File: src/rtl/pe_rram_bs_if.sv
// rtl/pe_rram_bs_if.sv - bus bundle for the bit-serial RRAM crossbar PE
//
// Purpose: groups the program/read port, the input-vector handshake and the
//          column-result handshake of pe_rram_bs.
// Signals:
//   addr_row, addr_col, wr_en, wr_set, wr_rst, rd_en  -> cell program/read request
//   rd_data, rd_valid, cfg_err                       <- cell read result / dropped request
//   xin, in_valid / in_ready                         -> input vector handshake
//   acc_out, out_valid / out_ready                   <- column result handshake
//   busy                                             <- compute in progress
// Modports: master drives requests (activation side), slave is the PE.
interface pe_rram_bs_if #(
  parameter int ROW   = 36,
  parameter int COL   = 16,
  parameter int XBITS = 4
);
  localparam int RA_W  = $clog2(ROW);
  localparam int CA_W  = $clog2(COL);
  localparam int ACC_W = $clog2(ROW + 1) + XBITS;

  logic [RA_W-1:0]        addr_row;
  logic [CA_W-1:0]        addr_col;
  logic                   wr_en;
  logic                   wr_set;
  logic                   wr_rst;
  logic                   rd_en;
  logic                   rd_data;
  logic                   rd_valid;
  logic                   cfg_err;
  logic [ROW*XBITS-1:0]   xin;
  logic                   in_valid;
  logic                   in_ready;
  logic [COL*ACC_W-1:0]   acc_out;
  logic                   out_valid;
  logic                   out_ready;
  logic                   busy;

  modport master (
    output addr_row, addr_col, wr_en, wr_set, wr_rst, rd_en,
    output xin, in_valid, out_ready,
    input  rd_data, rd_valid, cfg_err, in_ready, acc_out, out_valid, busy
  );

  modport slave (
    input  addr_row, addr_col, wr_en, wr_set, wr_rst, rd_en,
    input  xin, in_valid, out_ready,
    output rd_data, rd_valid, cfg_err, in_ready, acc_out, out_valid, busy
  );
endinterface

File: src/rtl/pe_rram_bs.sv
// rtl/pe_rram_bs.sv - bit-serial multi-bit RRAM crossbar processing element
//
// Purpose: holds a ROW x COL binary cell array and computes, per column, the
//          unsigned dot product of the column cells with an XBITS-wide input
//          vector, streamed MSB bit-plane first with a per-plane dwell time.
// Ports:
//   i_clk  - clock, rising edge
//   i_rst  - synchronous active-high reset (also clears the array)
//   bus    - pe_rram_bs_if.slave: program/read port, input and result handshakes
module pe_rram_bs #(
  parameter int ROW   = 36,
  parameter int COL   = 16,
  parameter int XBITS = 4
) (
  input  logic         i_clk,
  input  logic         i_rst,
  pe_rram_bs_if.slave  bus
);
  localparam int ACC_W = $clog2(ROW + 1) + XBITS;
  localparam int CNT_W = $clog2(ROW + 1);
  localparam int P_W   = (XBITS > 1) ? $clog2(XBITS) : 1;

  typedef enum logic [1:0] {S_IDLE, S_PLANE, S_DONE} state_t;

  state_t               r_state;
  state_t               w_state_next;
  logic [ROW-1:0]       r_cell [COL];
  logic [ROW*XBITS-1:0] r_x;
  logic [P_W-1:0]       r_p;
  logic [CNT_W-1:0]     r_cnt;
  logic [ACC_W-1:0]     r_acc [COL];
  logic                 r_rd_data;
  logic                 r_rd_valid;
  logic                 r_cfg_err;

  logic [ROW-1:0]       w_b;
  logic [CNT_W-1:0]     w_pc;
  logic [CNT_W-1:0]     w_dwell;
  logic                 w_last;
  logic                 w_in_ready;
  logic                 w_accept;
  logic                 w_addr_ok;

  function automatic logic [CNT_W-1:0] f_popcount(input logic [ROW-1:0] v);
    logic [CNT_W-1:0] n;
    n = '0;
    for (int i = 0; i < ROW; i++) n = n + CNT_W'(v[i]);
    return n;
  endfunction

  // Current bit-plane and its analog settle time: one cycle per active word
  // line, never less than one cycle.
  always_comb begin
    w_b = '0;
    for (int r = 0; r < ROW; r++) w_b[r] = r_x[r*XBITS + int'(r_p)];
  end

  assign w_pc      = f_popcount(w_b);
  assign w_dwell   = (w_pc == '0) ? CNT_W'(1) : w_pc;
  assign w_last    = (r_cnt == w_dwell - CNT_W'(1));
  assign w_addr_ok = (int'(bus.addr_row) < ROW) && (int'(bus.addr_col) < COL);
  assign w_accept  = bus.in_valid && w_in_ready;

  always_comb begin
    w_state_next  = r_state;
    w_in_ready    = 1'b0;
    bus.in_ready  = 1'b0;
    bus.out_valid = 1'b0;
    bus.busy      = (r_state != S_IDLE);
    case (r_state)
      S_IDLE: begin
        // A program/read request in the same cycle wins over compute start.
        w_in_ready   = !bus.wr_en && !bus.rd_en;
        bus.in_ready = w_in_ready;
        if (bus.in_valid && w_in_ready) w_state_next = S_PLANE;
      end
      S_PLANE: begin
        if (w_last && (r_p == '0)) w_state_next = S_DONE;
      end
      S_DONE: begin
        bus.out_valid = 1'b1;
        if (bus.out_ready) w_state_next = S_IDLE;
      end
      default: w_state_next = S_IDLE;
    endcase
  end

  always_ff @(posedge i_clk) begin
    if (i_rst) begin
      r_state    <= S_IDLE;
      r_x        <= '0;
      r_p        <= '0;
      r_cnt      <= '0;
      r_rd_data  <= 1'b0;
      r_rd_valid <= 1'b0;
      r_cfg_err  <= 1'b0;
      for (int c = 0; c < COL; c++) begin
        r_cell[c] <= '0;
        r_acc[c]  <= '0;
      end
    end else begin
      r_state    <= w_state_next;
      r_rd_valid <= 1'b0;
      r_cfg_err  <= 1'b0;

      if (r_state == S_IDLE) begin
        // Exactly one of set/reset must be asserted for a program to act.
        if (bus.wr_en && w_addr_ok && (bus.wr_set ^ bus.wr_rst))
          r_cell[bus.addr_col][bus.addr_row] <= bus.wr_set;
        if (bus.rd_en) begin
          r_rd_valid <= 1'b1;
          r_rd_data  <= w_addr_ok ? r_cell[bus.addr_col][bus.addr_row] : 1'b0;
        end
      end else if (bus.wr_en || bus.rd_en) begin
        r_cfg_err <= 1'b1;
      end

      if (w_accept) begin
        r_x   <= bus.xin;
        r_p   <= P_W'(XBITS - 1);
        r_cnt <= '0;
        for (int c = 0; c < COL; c++) r_acc[c] <= '0;
      end

      if (r_state == S_PLANE) begin
        if (w_last) begin
          // Shift-and-add: MSB plane first, so earlier planes end up weighted
          // by their bit position once all planes are in.
          for (int c = 0; c < COL; c++)
            r_acc[c] <= (r_acc[c] << 1) + ACC_W'(f_popcount(r_cell[c] & w_b));
          if (r_p != '0) begin
            r_p   <= r_p - P_W'(1);
            r_cnt <= '0;
          end
        end else begin
          r_cnt <= r_cnt + CNT_W'(1);
        end
      end
    end
  end

  assign bus.rd_data  = r_rd_data;
  assign bus.rd_valid = r_rd_valid;
  assign bus.cfg_err  = r_cfg_err;

  for (genvar c = 0; c < COL; c++) begin : g_acc
    assign bus.acc_out[c*ACC_W +: ACC_W] = r_acc[c];
  end
endmodule

File: src/flat_wrapper.sv
// flat-port wrapper written by rule: the top's interface ports become plain ports
module pe_rram_bs_flat 
#(
  parameter int ROW   = 36,
  parameter int COL   = 16,
  parameter int XBITS = 4
)
  (i_clk, i_rst, bus_addr_row, bus_addr_col, bus_wr_en, bus_wr_set, bus_wr_rst, bus_rd_en, bus_xin, bus_in_valid, bus_out_ready, bus_rd_data, bus_rd_valid, bus_cfg_err, bus_in_ready, bus_acc_out, bus_out_valid, bus_busy);
  pe_rram_bs_if #(.ROW(ROW), .COL(COL), .XBITS(XBITS)) bus_i ();
  input  logic i_clk;
  input  logic i_rst;
  input wire logic [$bits(bus_i.addr_row)-1:0] bus_addr_row;
  input wire logic [$bits(bus_i.addr_col)-1:0] bus_addr_col;
  input wire logic [$bits(bus_i.wr_en)-1:0] bus_wr_en;
  input wire logic [$bits(bus_i.wr_set)-1:0] bus_wr_set;
  input wire logic [$bits(bus_i.wr_rst)-1:0] bus_wr_rst;
  input wire logic [$bits(bus_i.rd_en)-1:0] bus_rd_en;
  input wire logic [$bits(bus_i.xin)-1:0] bus_xin;
  input wire logic [$bits(bus_i.in_valid)-1:0] bus_in_valid;
  input wire logic [$bits(bus_i.out_ready)-1:0] bus_out_ready;
  output wire logic [$bits(bus_i.rd_data)-1:0] bus_rd_data;
  output wire logic [$bits(bus_i.rd_valid)-1:0] bus_rd_valid;
  output wire logic [$bits(bus_i.cfg_err)-1:0] bus_cfg_err;
  output wire logic [$bits(bus_i.in_ready)-1:0] bus_in_ready;
  output wire logic [$bits(bus_i.acc_out)-1:0] bus_acc_out;
  output wire logic [$bits(bus_i.out_valid)-1:0] bus_out_valid;
  output wire logic [$bits(bus_i.busy)-1:0] bus_busy;
  assign bus_i.addr_row = bus_addr_row;
  assign bus_i.addr_col = bus_addr_col;
  assign bus_i.wr_en = bus_wr_en;
  assign bus_i.wr_set = bus_wr_set;
  assign bus_i.wr_rst = bus_wr_rst;
  assign bus_i.rd_en = bus_rd_en;
  assign bus_i.xin = bus_xin;
  assign bus_i.in_valid = bus_in_valid;
  assign bus_i.out_ready = bus_out_ready;
  assign bus_rd_data = bus_i.rd_data;
  assign bus_rd_valid = bus_i.rd_valid;
  assign bus_cfg_err = bus_i.cfg_err;
  assign bus_in_ready = bus_i.in_ready;
  assign bus_acc_out = bus_i.acc_out;
  assign bus_out_valid = bus_i.out_valid;
  assign bus_busy = bus_i.busy;
  pe_rram_bs #(.ROW(ROW), .COL(COL), .XBITS(XBITS)) u_core (.i_clk(i_clk), .i_rst(i_rst), .bus(bus_i));
endmodule
File: config.mk
export PLATFORM = sky130hd
export DESIGN_NAME = pe_rram_bs_flat
export DESIGN_NICKNAME = d
export VERILOG_FILES = /design/src/rtl/pe_rram_bs_if.sv /design/src/rtl/pe_rram_bs.sv /design/src/flat_wrapper.sv
export SDC_FILE = /design/constraint.sdc
export NUM_CORES = 2
export LEC_CHECK = 0
export CELL_PAD_IN_SITES_DETAIL_PLACEMENT = 1
export CELL_PAD_IN_SITES_GLOBAL_PLACEMENT = 1
export CORE_UTILIZATION = 28
export DETAILED_ROUTE_END_ITERATION = 10
export PLACE_DENSITY_LB_ADDON = 0.1
export SYNTH_ARGS = -nofsm -noshare
export SYNTH_HDL_FRONTEND = slang
export SYNTH_SLANG_ARGS = --single-unit
File: constraint.sdc
create_clock -name i_clk -period 17.28 [get_ports i_clk]
set_clock_uncertainty 0.15 [all_clocks]
set_input_delay 3.456 -clock i_clk [delete_from_list [all_inputs] [get_ports i_clk]]
set_output_delay 3.456 -clock i_clk [all_outputs]
set_load 0.02 [all_outputs]
# Yosys cells after proc, flatten, opt, wreduce, memory -nomap -nowiden

Memories as Yosys holds them, arrays and structs flattened.
Index checks and enable logic that the tools add are counted.

Register bits: 157
Memory bits (writable): 736
Output and inout port bits: 166
Memories: 2

Add/subtract/negate cells: 649
Magnitude comparators: 39
Equality and inequality tests: 6
Mux-type cells: 177
Bitwise gates (word level): 50
Reduce and logical (&&, ||, !) cells: 20

Memories:

| memory        | words | bits a word | rd ports | clocked after memory_dff | write ports | line             | source |
|---|---|---|---|---|---|---|---|
| u_core.r_cell | 16    | 36          | 17       | 0                        | 16          | pe_rram_bs.sv:27 | `logic [ROW-1:0] r_cell [COL];` |
| u_core.r_acc  | 16    | 10          | 16       | 0                        | 16          | pe_rram_bs.sv:31 | `logic [ACC_W-1:0] r_acc [COL];` |

Operators by type and width:

| kind                                                  | count |
|---|---|
| adder 6 x 1 -> 6 bit                                  | 578 |
| < comparator 32 x 10 -> 1 bit (second input constant) | 35 |
| AND 36 bit                                            | 16 |
| 2-to-1 mux 10 bit                                     | 32 |
| binary-select mux 1 bit (select 8 bit)                | 35 |
| adder 10 x 6 -> 10 bit                                | 16 |
| adder 7 x 2 -> 8 bit (first input constant)           | 16 |
| 2-to-1 mux 36 bit                                     | 3 |
| 2-to-1 mux 1 bit                                      | 90 |
| adder 6 x 2 -> 7 bit (first input constant)           | 8 |
| adder 8 x 2 -> 9 bit (first input constant)           | 4 |
| OR reduction 36 bit                                   | 1 |
| adder 1 x 1 -> 2 bit                                  | 17 |
| OR 1 bit                                              | 32 |
| 2-to-1 mux 6 bit                                      | 5 |
| adder 5 x 2 -> 6 bit (first input constant)           | 4 |
| 2-to-1 mux 2 bit                                      | 7 |
| adder 4 x 2 -> 5 bit (first input constant)           | 2 |
| < comparator 2 x 9 -> 1 bit (second input constant)   | 1 |
| logical AND 1 bit                                     | 7 |
| < comparator 6 x 7 -> 1 bit (second input constant)   | 1 |
| adder 6 x 1 -> 6 bit (second input constant)          | 1 |
| binary-select mux 1 bit (select 6 bit)                | 1 |
| demux 1 bit (select 6 bit)                            | 1 |
| 23 further kinds                                      | 28 |

# Longest topological paths before layout

Depth in word-level cells: 48
Gate-level depth with buffers: 33
Gate-level depth less buffers: 27

# Least setup slack after synthesis

Ideal clock, no wire load.

Path type: register -> register
From: register u_core.r_p[0]
To: memory u_core.r_acc[10][0] (netlist name) (enable)
Library setup time: 595 ps
Arrival: 12706 ps
Slack: 3829 ps
Cell stages (with the launch flop): 28
Path buffers: 5
Clock period less this slack: 13451 ps
Cells stage by stage: dfxtp_1 -> clkbuf_1 -> buf_2 -> buf_2 -> mux4_2 -> clkbuf_1 -> fa_1 -> inv_1 -> fa_1 -> inv_1 -> fa_1 -> fa_1 -> fa_1 -> inv_1 -> fa_1 -> inv_1 -> fa_1 -> a21oi_1 -> o21ai_2 -> a21oi_1 -> a31oi_2 -> ha_1 -> nor3_1 -> a211oi_1 -> mux2i_1 -> o2111ai_4 -> buf_2 -> o21ai_0

RTL lines:

| element                | line              | source |
|---|---|---|
| start, declared        | pe_rram_bs.sv:29  | `logic [P_W-1:0] r_p;` |
| start signal, assigned | pe_rram_bs.sv:120 | `r_p <= P_W'(XBITS - 1);` |
| start signal, assigned | pe_rram_bs.sv:132 | `r_p <= r_p - P_W'(1);` |
| end, declared          | pe_rram_bs.sv:31  |  |

==> flow_summary.json <==
{
  "status": "completed",
  "gp_congestion": 0.9078,
  "finalHoldViolations": 0,
  "maxSlewViolCount": 0,
  "multi_input_area_um2": 32780,
  "cts.clk_slew.worst_paths_ns": 0.06,
  "worst_pin_slew_ns": 1.442,
  "ctsHoldBuffers": 0,
  "cts.sinks": 893,
  "critPathMaxFanout": 64,
  "ioPinCount": 328,
  "path_delay_family": "adder cells",
  "netlist_area_um2": 61790,
  "htree_levels": 3,
  "grt_pass1_wl_um": 363500,
  "grt_pass1_vias": 47946,
  "worstReg2RegEnd": "u_core.r_acc[6][5]",
  "viasPerCell": 5.031,
  "ff2ff_path_depth": 26,
  "syn2layout_area_growth_pct": 15.79,
  "critPathSlowestCell": "mux4_2",
  "syn-num-nets": 6918,
  "holdPathStages": 2,
  "synth_top_area_frac": 0.3528,
  "synth_top_flop_cell": "edfxtp_1",
  "p_leak_nw": 27.05,
  "die_area_um2": 222600,
  "wl_um": 255300,
  "yosysWarnings": 0,
  "crit_buf_inv": 6,
  "finalCriticalPeriod_ns": 10.70,
  "nets": 7030,
  "reg2reg_from": "u_core.r_p[0]",
  "grt_use_total": 0.2278,
  "rsz0062_at_grt": "no",
  "grt_remaining_overflow": 0,
  "worst-path-stages": 26,
  "clk_path_buf_depth": 3,
  "reg2reg_slack_ns": 6.58,
  "regArea_um2": 25150,
  "slew_headroom": 0.03099,
  "power.density_nw_per_um2": 111.5,
  "cts_made_buffers": 114,
  "cp-start-kind": "flop",
  "ys_ff_latch": 893,
  "ir_drop_mv": 0.2903,
  "num_rows": 172,
  "grt_max_degree": 165,
  "setup_viol": 0,
  "place_hpwl_um": 189500,
  "ys_top_cells_by_area": "edfxtp_1, fa_1, dfxtp_1, mux4_2, o21ai_0",
  "synth_cells": 6047,
  "fillers": 24463,
  "cts_root_buf": "clkbuf_16",
  "crit_top_cell": "fa_1",
  "setup_tns_ns": 0,
  "endpoint_kind": "flop",
  "yosysTopAreaCell": "edfxtp_1",
  "synth_cell_types": 66,
  "period_share": 0.6194,
  "min_path_type": "reg -> reg",
  "vias": 45913,
  "cts_resized": 0,
  "hp-start": "u_core.r_x[65]",
  "holdPathEnd": "u_core.r_x[65]",
  "final_antenna_net_count": 0,
  "cp_data_arrival_time_ns": 11.16,
  "avgRoutedWirePerCell_um": 27.98,
  "postCtsSetupBuffers": 0,
  "core_area_um2": 219500,
  "die_h_um": 471.8,
  "syn_area_per_cell_um2": 10.22,
  "whs_ns": 0.3028,
  "yosysSeqAreaShare": 0.4069,
  "pre_cts_slack_ns": 6.398,
  "cts_tree": "done",
  "worstSetupPathType": "reg -> reg",
  "drive_above_1_share": 0.07807,
  "synth-async-reset-ratio": 0,
  "clk_latency_ns": 0.78,
  "drt-initial-drc-count": 3933,
  "drcViolationCount": 0,
  "cp.required_ns": 17.74,
  "antenna_found_initial": 12,
  "dr.pass1.iters": 5,
  "start_util": 0.2815,
  "synth_edf_count": 726,
  "cap_violations": 0,
  "die_x_um": 471.8,
  "slowest_delay_ns": 0.81,
  "port_buffers": 327,
  "power.total_mw": 7.978,
  "worst_slack_ns": 6.577,
  "timing.fmax_mhz": 93.43
}
## how the worst max path moves through the flow
stage	startpoint	end	slack, ns
6_report	u_core.r_p[0]	u_core.r_acc[6][5]	6.58
5_1_grt	u_core.r_p[0]	u_core.r_acc[7][4]	5.78
4_1_cts	u_core.r_p[0]	u_core.r_acc[1][5]	6.38
3_5_place_dp	u_core.r_p[0]	u_core.r_acc[1][5]	6.40
3_3_place_gp	u_core.r_p[0]	u_core.r_acc[7][4]	6.54
2_1_floorplan	u_core.r_p[0]	u_core.r_acc[10][0]	3.83
## cells in the final DEF (no fill, tap or decap), types with 7 or more instances in the layout
cell type / n
a211oi_1: 7
a21o_1: 70
a21oi_1: 236
a22oi_1: 34
a31oi_1: 7
and2_1: 286
buf_4: 118
clkbuf_1: 17
clkbuf_16: 116
clkbuf_8: 11
clkdlybuf4s50_1: 323
clkinv_1: 19
clkinv_2: 28
dfxtp_1: 165
edfxtp_1: 726
fa_1: 491
ha_1: 218
inv_1: 575
mux2i_1: 91
mux4_2: 147
nand2_1: 703
nand2_2: 13
nand2b_1: 21
nand3_1: 73
nand4_1: 13
nor2_1: 707
nor2b_1: 79
nor3_1: 40
o2111ai_1: 12
o21a_1: 28
o21ai_0: 619
xnor2_1: 104
xor2_1: 42
## logic make-up after synthesis
group	share of synthesized area
AOI/OAI and AO/OA	0.09527
xor gates and xnor gates	0.02069
adders and majority gates	0.2032
buffers and inverters	0.06474
DFF	0.4069
muxes	0.06887
and+or+nand+nor	0.1403
## power by group
part	leakage (nW)	switching (mW)	internal [mW]	total, mW
clock network	1.81	1.05	1.36	2.41
logic	16.4	1.73	1.02	2.75
registers	8.88	0.196	2.62	2.82
total	27.0	2.98	5.00	7.98
## synth_stat cells (7+ instances only)
master and count:
and3_1 7, o21a_1 28, nand3_1 78, dfxtp_1 167, o2111ai_1 12, nand4_1 13, a21o_1 70, edfxtp_1 726
buf_1 11, a21oi_1 236, fa_1 491, buf_2 45, a22oi_1 34, xor2_1 42, a211oi_1 7, inv_1 576
mux2i_1 91, buf_4 12, nor2b_1 82, o21ai_0 622, clkbuf_1 373, nand2_1 716, and2_1 287, nor3_1 40
ha_1 218, nand2b_1 21, nor2_1 708, mux4_2 147, a31oi_1 7, xnor2_1 104
## registers in the layout (all words and copies together), names as in the netlist
register and count:
u_core.r_x 144, u_core.r_state 2, u_core.bus.rd_data 1, u_core.bus.rd_valid 1, u_core.r_cell 576, u_core.r_p 2
u_core.r_cnt 6, u_core.bus.cfg_err 1, u_core.r_acc 160
## routing by layer
metal | vias to the layer above | wire [um] | global-route usage
met5 | - | 99 | 0
met4 | 8 | 5297 | 0.05336
met3 | 228 | 13490 | 0.03039
met2 | 1176 | 115400 | 0.3605
met1 | 24130 | 121000 | 0.3281
li1 | 20371 | - | -
## through the flow
stage | instances | instance area (um^2) | util
2_1_floorplan | 6047 | 61790 | -
6_report | 9126 | 71550 | 0.3259
4_1_cts | 9122 | 71540 | 0.3259
3_3_place_gp | 8914 | 67880 | 0.3092
3_5_place_dp | 8914 | 67880 | 0.3092
5_1_grt | 9124 | 71540 | 0.3259
## layout make-up
cell class                      instances  area share
Timing Repair Buffer                  445     0.05850
Multi-Input combinational cell       4128      0.4582
Clock inverter                         64    0.007537
Inverter                              577     0.03038
Clock buffer                          144     0.04358
Sequential cell                       893      0.3515
Antenna cell                            4   0.0001399
Tap cell                             2871     0.05021
## worst min-delay path: stages, from the launching register on
cell     delay (ns)
dfxtp_1        0.30
nand2_1        0.05
a21oi_1        0.05
(Power assumes the default switching activity.)
